File: config.mk
export PLATFORM = sky130hd
export DESIGN_NAME = imm_gen_pipe_flat
export DESIGN_NICKNAME = d
export VERILOG_FILES = /design/src/rtl/imm_pkg.sv /design/src/rtl/imm_gen_pipe_if.sv /design/src/rtl/imm_skid_buf.sv /design/src/rtl/imm_gen_pipe.sv /design/src/flat_wrapper.sv
export SDC_FILE = /design/constraint.sdc
export NUM_CORES = 1
export LEC_CHECK = 0
export BUFFER_PORTS_ARGS = -buffer_cell sky130_fd_sc_hd__buf_2
export CORE_MARGIN = 3
export CORE_UTILIZATION = 50
export DETAILED_ROUTE_END_ITERATION = 10
export HOLD_SLACK_MARGIN = 0.03
export PLACE_DENSITY = 0.72
export SYNTH_ARGS = -nofsm -noshare
export SYNTH_HDL_FRONTEND = slang
export SYNTH_HIERARCHICAL = 1
export SYNTH_SLANG_ARGS = --single-unit
File: constraint.sdc
create_clock -name clk -period 8.25 [get_ports clk]
set_input_delay 0.4125 -clock clk [delete_from_list [all_inputs] [get_ports clk]]
set_output_delay 0.4125 -clock clk [all_outputs]
set_load 0.1 [all_outputs]
File: src/rtl/imm_pkg.sv
// rtl/imm_pkg.sv - immediate formats, opcodes and immediate builder
package imm_pkg;

    typedef enum logic [2:0] {
        FMT_I   = 3'b000,
        FMT_S   = 3'b001,
        FMT_B   = 3'b010,
        FMT_J   = 3'b011,
        FMT_U   = 3'b100,
        FMT_Z   = 3'b101,
        FMT_SH  = 3'b110,
        FMT_RSV = 3'b111
    } imm_fmt_e;

    // Occupancy of the output register plus skid entry.
    typedef enum logic [1:0] {
        SLOT_EMPTY = 2'b00,
        SLOT_ONE   = 2'b01,
        SLOT_TWO   = 2'b10
    } slot_e;

    localparam logic [6:0] OPC_LOAD      = 7'b0000011;
    localparam logic [6:0] OPC_JALR      = 7'b1100111;
    localparam logic [6:0] OPC_OP_IMM    = 7'b0010011;
    localparam logic [6:0] OPC_OP_IMM_32 = 7'b0011011;
    localparam logic [6:0] OPC_STORE     = 7'b0100011;
    localparam logic [6:0] OPC_BRANCH    = 7'b1100011;
    localparam logic [6:0] OPC_JAL       = 7'b1101111;
    localparam logic [6:0] OPC_LUI       = 7'b0110111;
    localparam logic [6:0] OPC_AUIPC     = 7'b0010111;
    localparam logic [6:0] OPC_SYSTEM    = 7'b1110011;

    // funct3 values that make an OP-IMM instruction a shift (slli/srli/srai)
    function automatic logic is_shift_f3(input logic [2:0] f3);
        return (f3 == 3'b001) || (f3 == 3'b101);
    endfunction

    // Builds the 64-bit immediate; callers truncate to XLEN. wide_sh selects
    // the 6-bit shamt field used by 64-bit shifts.
    function automatic logic [63:0] build_imm(input logic [31:0] instr,
                                              input imm_fmt_e   fmt,
                                              input logic       wide_sh);
        logic s;
        s = instr[31];
        case (fmt)
            FMT_I:   return {{52{s}}, instr[31:20]};
            FMT_S:   return {{52{s}}, instr[31:25], instr[11:7]};
            FMT_B:   return {{51{s}}, instr[31], instr[7], instr[30:25], instr[11:8], 1'b0};
            FMT_J:   return {{43{s}}, instr[31], instr[19:12], instr[20], instr[30:21], 1'b0};
            FMT_U:   return {{32{s}}, instr[31:12], 12'b0};
            FMT_Z:   return {59'b0, instr[19:15]};
            FMT_SH:  return wide_sh ? {58'b0, instr[25:20]} : {59'b0, instr[24:20]};
            default: return 64'b0;
        endcase
    endfunction

endpackage

File: src/rtl/imm_gen_pipe_if.sv
// rtl/imm_gen_pipe_if.sv - instruction-in / immediate-out handshake bundle
interface imm_gen_pipe_if #(
    parameter int XLEN = 32
);
    logic            flush;
    logic            in_valid;
    logic            in_ready;
    logic [31:0]     in_instr;
    logic [XLEN-1:0] in_pc;
    logic [2:0]      in_immsrc;
    logic            out_valid;
    logic            out_ready;
    logic [XLEN-1:0] out_imm;
    logic [XLEN-1:0] out_target;
    logic [2:0]      out_fmt;
    logic            out_illegal;

    modport master (
        output flush, in_valid, in_instr, in_pc, in_immsrc, out_ready,
        input  in_ready, out_valid, out_imm, out_target, out_fmt, out_illegal
    );

    modport slave (
        input  flush, in_valid, in_instr, in_pc, in_immsrc, out_ready,
        output in_ready, out_valid, out_imm, out_target, out_fmt, out_illegal
    );
endinterface

File: src/rtl/imm_skid_buf.sv
// rtl/imm_skid_buf.sv - 2-entry valid/ready register slice with skid entry
module imm_skid_buf
    import imm_pkg::*;
#(
    parameter int W = 8
) (
    input  logic         clk,
    input  logic         reset,
    input  logic         flush,
    input  logic         in_valid,
    output logic         in_ready,
    input  logic [W-1:0] in_data,
    output logic         out_valid,
    input  logic         out_ready,
    output logic [W-1:0] out_data
);

    slot_e        state, state_n;
    logic [W-1:0] skid_data;
    logic         load_out, load_skid, move_skid;
    logic         accept;

    // Both handshake outputs come straight from state, so out_ready never
    // reaches in_ready combinationally.
    assign in_ready  = (state != SLOT_TWO);
    assign out_valid = (state != SLOT_EMPTY);
    assign accept    = in_valid && in_ready;

    // Next occupancy and which register loads; flush overrides everything.
    always_comb begin
        state_n   = state;
        load_out  = 1'b0;
        load_skid = 1'b0;
        move_skid = 1'b0;
        case (state)
            SLOT_EMPTY: begin
                if (accept) begin
                    load_out = 1'b1;
                    state_n  = SLOT_ONE;
                end
            end
            SLOT_ONE: begin
                if (out_ready) begin
                    if (accept) begin
                        load_out = 1'b1;
                    end else begin
                        state_n = SLOT_EMPTY;
                    end
                end else if (accept) begin
                    load_skid = 1'b1;
                    state_n   = SLOT_TWO;
                end
            end
            SLOT_TWO: begin
                if (out_ready) begin
                    move_skid = 1'b1;
                    state_n   = SLOT_ONE;
                end
            end
            default: state_n = SLOT_EMPTY;
        endcase
        if (flush) begin
            state_n   = SLOT_EMPTY;
            load_out  = 1'b0;
            load_skid = 1'b0;
            move_skid = 1'b0;
        end
    end

    // Occupancy register and the two data entries.
    always_ff @(posedge clk) begin
        if (reset) begin
            state     <= SLOT_EMPTY;
            out_data  <= '0;
            skid_data <= '0;
        end else begin
            state <= state_n;
            if (load_out) begin
                out_data <= in_data;
            end else if (move_skid) begin
                out_data <= skid_data;
            end
            if (load_skid) begin
                skid_data <= in_data;
            end
        end
    end

endmodule

File: src/rtl/imm_gen_pipe.sv
// rtl/imm_gen_pipe.sv - pipelined immediate generator with PC-relative target
module imm_gen_pipe
    import imm_pkg::*;
#(
    parameter int XLEN        = 32,
    parameter bit AUTO_DECODE = 1'b1
) (
    input  logic         clk,
    input  logic         reset,
    imm_gen_pipe_if.slave bus
);

    localparam int W = 2 * XLEN + 4;

    imm_fmt_e        fmt_c;
    logic            wide_sh_c;
    logic            ill_c;
    logic [XLEN-1:0] imm_c;
    logic [XLEN-1:0] tgt_c;
    logic [6:0]      opcode;
    logic [2:0]      funct3;
    logic [W-1:0]    out_data;

    assign opcode = bus.in_instr[6:0];
    assign funct3 = bus.in_instr[14:12];

    // Resolve the immediate format from the opcode or the explicit selector.
    always_comb begin
        fmt_c     = FMT_RSV;
        wide_sh_c = (XLEN == 64);
        if (AUTO_DECODE) begin
            case (opcode)
                OPC_LOAD, OPC_JALR: fmt_c = FMT_I;
                OPC_OP_IMM:         fmt_c = is_shift_f3(funct3) ? FMT_SH : FMT_I;
                OPC_OP_IMM_32: begin
                    // word shifts only take a 5-bit shamt
                    wide_sh_c = 1'b0;
                    if (XLEN == 64) begin
                        fmt_c = is_shift_f3(funct3) ? FMT_SH : FMT_I;
                    end
                end
                OPC_STORE:           fmt_c = FMT_S;
                OPC_BRANCH:          fmt_c = FMT_B;
                OPC_JAL:             fmt_c = FMT_J;
                OPC_LUI, OPC_AUIPC:  fmt_c = FMT_U;
                OPC_SYSTEM:          fmt_c = funct3[2] ? FMT_Z : FMT_I;
                default:             fmt_c = FMT_RSV;
            endcase
        end else begin
            fmt_c = imm_fmt_e'(bus.in_immsrc);
        end
    end

    assign ill_c = (fmt_c == FMT_RSV);
    assign imm_c = XLEN'(build_imm(bus.in_instr, fmt_c, wide_sh_c));
    assign tgt_c = bus.in_pc + imm_c;

    imm_skid_buf #(
        .W(W)
    ) u_skid (
        .clk       (clk),
        .reset     (reset),
        .flush     (bus.flush),
        .in_valid  (bus.in_valid),
        .in_ready  (bus.in_ready),
        .in_data   ({imm_c, tgt_c, fmt_c, ill_c}),
        .out_valid (bus.out_valid),
        .out_ready (bus.out_ready),
        .out_data  (out_data)
    );

    assign bus.out_imm     = out_data[W-1 -: XLEN];
    assign bus.out_target  = out_data[XLEN+3 -: XLEN];
    assign bus.out_fmt     = out_data[3:1];
    assign bus.out_illegal = out_data[0];

endmodule

File: src/flat_wrapper.sv
// flat-port wrapper written by rule: the top's interface ports become plain ports
module imm_gen_pipe_flat import imm_pkg::*;
#(
    parameter int XLEN        = 32,
    parameter bit AUTO_DECODE = 1'b1
)
  (clk, reset, bus_flush, bus_in_valid, bus_in_instr, bus_in_pc, bus_in_immsrc, bus_out_ready, bus_in_ready, bus_out_valid, bus_out_imm, bus_out_target, bus_out_fmt, bus_out_illegal);
  imm_gen_pipe_if #(.XLEN(XLEN)) bus_i ();
  input  logic clk;
  input  logic reset;
  input wire logic [$bits(bus_i.flush)-1:0] bus_flush;
  input wire logic [$bits(bus_i.in_valid)-1:0] bus_in_valid;
  input wire logic [$bits(bus_i.in_instr)-1:0] bus_in_instr;
  input wire logic [$bits(bus_i.in_pc)-1:0] bus_in_pc;
  input wire logic [$bits(bus_i.in_immsrc)-1:0] bus_in_immsrc;
  input wire logic [$bits(bus_i.out_ready)-1:0] bus_out_ready;
  output wire logic [$bits(bus_i.in_ready)-1:0] bus_in_ready;
  output wire logic [$bits(bus_i.out_valid)-1:0] bus_out_valid;
  output wire logic [$bits(bus_i.out_imm)-1:0] bus_out_imm;
  output wire logic [$bits(bus_i.out_target)-1:0] bus_out_target;
  output wire logic [$bits(bus_i.out_fmt)-1:0] bus_out_fmt;
  output wire logic [$bits(bus_i.out_illegal)-1:0] bus_out_illegal;
  assign bus_i.flush = bus_flush;
  assign bus_i.in_valid = bus_in_valid;
  assign bus_i.in_instr = bus_in_instr;
  assign bus_i.in_pc = bus_in_pc;
  assign bus_i.in_immsrc = bus_in_immsrc;
  assign bus_i.out_ready = bus_out_ready;
  assign bus_in_ready = bus_i.in_ready;
  assign bus_out_valid = bus_i.out_valid;
  assign bus_out_imm = bus_i.out_imm;
  assign bus_out_target = bus_i.out_target;
  assign bus_out_fmt = bus_i.out_fmt;
  assign bus_out_illegal = bus_i.out_illegal;
  imm_gen_pipe #(.XLEN(XLEN), .AUTO_DECODE(AUTO_DECODE)) u_core (.clk(clk), .reset(reset), .bus(bus_i));
endmodule
==> flow_metrics.env <==
export IMPL_outcome="finished, final reports clean"
export IMPL_synth_seq_cells=138
export IMPL_drv_cap=0
export IMPL_grt_pass1_wl_um=38900
export IMPL_reg2reg_from="u_core/u_skid/state[1]"
export IMPL_area_delta_synth_final_pct=14.6
export IMPL_routed_wl_um=24800
export IMPL_utilization=0.598
export IMPL_p_leak_uw=0.00397
export IMPL_period_share=0.584
export IMPL_hold_viol_final=0
export IMPL_cts_buffers=17
export IMPL_pwr_density_cell_nw_per_um2=204
export IMPL_synth_fp_nets=1165
export IMPL_viasPerCell=6.13
export IMPL_peakVddDrop_uv=161
export IMPL_post_cts_resized=0
export IMPL_slew_headroom=0.298
export IMPL_intPower_uw=1340
export IMPL_ys_async_sr_fraction=0
export IMPL_antenna_found_initial=0
export IMPL_critPathMaxFanout=13
export IMPL_synthTopCellsByArea="dfxtp_1 (33%), nand2_1 (7.1%), a21oi_1 (5.6%), a311oi_1 (5.0%), nand3_1 (4.7%)"
export IMPL_synthFlopType="dfxtp_1"
export IMPL_synth_area_leader_cell="dfxtp_1"
export IMPL_seq_area_frac_synth=0.326
export IMPL_final_setup_viol_count=0
export IMPL_p_seq_frac=0.357
export IMPL_fin_skew_ns=0.00670
export IMPL_vias=8340
export IMPL_start_kind="primary input"
export IMPL_die_area_um2=18500
export IMPL_placed_area_um2=9050
export IMPL_grt_max_degree=97
export IMPL_ys_top_cells_by_count="nand2_1 (160), dfxtp_1 (138), a21oi_1 (95)"
export IMPL_h_tree_depth=4
export IMPL_cts_sinks=138
export IMPL_hp_class="in2reg"
export IMPL_fin_area_um2=9710
export IMPL_synth_edf_count=0
export IMPL_synth_top_area_frac=0.326
export IMPL_synthDistinctLibCells=72
export IMPL_num_rows=46
export IMPL_crit_type="in2reg"
export IMPL_final_layout_size_suffix_gt1_frac=0.226
export IMPL_nets=1235
export IMPL_netlist_instances=1061
export IMPL_fp_dieH_um=136
export IMPL_crit_path_end_kind="flop"
export IMPL_min_delay_start="bus_flush"
export IMPL_cp_startpoint="bus_in_instr[4]"
export IMPL_diodes=0
export IMPL_initial_core_util=0.522
export IMPL_grt_use_total=0.262
export IMPL_syn_area_per_cell_um2=7.98
export IMPL_setup_tns_ns=0
export IMPL_cts_hold_fix_buffers=0
export IMPL_crit_required_ns=8.59
export IMPL_p_sw_frac=0.323
export IMPL_synth_most_common_cell="nand2_1"
export IMPL_slew_viol_final=0
export IMPL_clk_latency_ns=0.43
export IMPL_root_buffer="clkbuf_16"
export IMPL_switchingPower_uw=642
export IMPL_fmax_ghz=0.208
export IMPL_drt_iter0_drc=895
export IMPL_numPortBuffers=138
export IMPL_die_x_um=136
export IMPL_wl_per_cell_um=18.2
export IMPL_core_area_um2=16200
export IMPL_hpwl_um=16200
export IMPL_grt_pass1_vias=7382
export IMPL_cts_clk_slew_worst_paths_ns=0.06
export IMPL_post_cts_buffers=0
export IMPL_worstMarginPinSlew_ns=1.05
export IMPL_syn_area_um2=8470
export IMPL_power_frac_comb=0.213
export IMPL_drc=0
export IMPL_drtAntennaViolNets=0
export IMPL_critical_path_arrival_ns=5.15
export IMPL_rsz0062_at_grt="no"
export IMPL_drt_pass1_iter_count=5
export IMPL_clk_path_buf_depth=2
export IMPL_grt_ovfl_total=0
export IMPL_finalCriticalPeriod_ns=4.82
export IMPL_io_pins=142
export IMPL_clkPwrFrac=0.430
export IMPL_synth_warnings=6
export IMPL_tritoncts="done"
export IMPL_gp_congestion=0.918
## cell usage in the layout, fill, tap and decap left out, types with 7 or more instances in the layout
master,synthesis,layout
nand2_1,160,160
nor2_1,45,45
o21a_1,10,10
buf_4,9,9
xnor2_1,19,19
and2_1,10,10
dfxtp_1,138,138
nand2b_1,7,7
xor2_1,7,7
nor3_2,40,40
ha_1,31,31
nor3_1,37,37
a311oi_1,48,48
a21oi_1,95,95
clkbuf_16,0,17
inv_1,15,15
nand3_1,80,80
nor2b_1,12,11
a21o_1,32,32
buf_2,23,137
o21ai_0,79,79
a311oi_2,21,21
## worst paths after layout
check / to / slack (ns) / cells after the start
min reg2reg: u_core/u_skid/skid_data[51] / 0.47 / 2
max reg2reg: u_core/u_skid/out_data[44] / 5.21 / 5
max: u_core/u_skid/out_data[32] / 3.43 / 22
min: u_core/u_skid/state[1] / 0.28 / 2
## power groups by stage
stage                     Sequential [uW]  Clock, uW  Combinational [uW]
after floorplan                       884          0                 174
after global placement                722          0                 417
after detailed placement              722          0                 419
after CTS                             708        861                 421
after global routing                  710        889                 449
final                                 708        854                 423
## sequential cells by signal (all words and copies together), names as in the netlist
name and cells:
u_core/u_skid/out_data 68, u_core/u_skid/state 2, u_core/u_skid/skid_data 68
## cell families (layout without fill, tap and decap cells)
| group | Yosys count | after routing | share of synthesized area |
|---|---|---|---|
| multiplexers | 2 | 2 | 0.00251 |
| adder cells (fa/ha/maj) | 32 | 32 | 0.0481 |
| XOR/XNOR | 26 | 26 | 0.0269 |
| AO/OA/AOI/OAI | 328 | 328 | 0.273 |
| AND/OR/NAND/NOR | 425 | 425 | 0.260 |
| flip-flops | 138 | 138 | 0.326 |
| buffers and inverters | 110 | 193 | 0.0632 |
## metal layers
| metal | share of wire | vias up | track usage |
|---|---|---|---|
| met5 | 0 | - | 0 |
| met4 | 0.021 | 0 | 0.0823 |
| met3 | 0.075 | 37 | 0.0415 |
| met2 | 0.47 | 349 | 0.414 |
| met1 | 0.44 | 3945 | 0.368 |
| li1 | - | 4009 | - |
## final cells by class
cell class                      instances  area, um^2
Clock buffer                           21         460
Tap cell                              216         270
Sequential cell                       138        2760
Clock inverter                         11         193
Inverter                               15        56.3
Fill cell                            1502        6530
Timing Repair Buffer                  146         753
Multi-Input combinational cell        813        5210
## through the flow
| stage | instances | setup slack [ns] | total power, uW | hold WS, ns |
|---|---|---|---|---|
| 2_1_floorplan | 1061 | 4.04 | 1060 | 0.454 |
| 3_3_place_gp | 1328 | 3.13 | 1140 | 0.461 |
| 3_5_place_dp | 1328 | 3.08 | 1140 | 0.467 |
| 4_1_cts | 1360 | 3.52 | 1990 | 0.267 |
| 5_1_grt | 1360 | 2.99 | 2050 | 0.311 |
| 6_report | 1360 | 3.43 | 1980 | 0.276 |
## worst max-delay path, cell delays in order
cell	delay [ns]
buf_2	0.15
nor2b_1	0.26
and4_1	0.51
o21bai_1	0.24
nor2_1	0.13
nand2_1	0.12
nand2_1	0.06
a222oi_1	0.34
inv_1	0.15
ha_1	0.24
inv_1	0.08
fa_1	0.20
and2b_1	0.21
o2111ai_2	0.21
a32oi_2	0.21
a211oi_2	0.36
o21ai_2	0.15
a21boi_2	0.20
nor2_1	0.11
o311ai_1	0.43
nor3_1	0.11
a311oi_1	0.27
(Power assumes the default switching activity.)
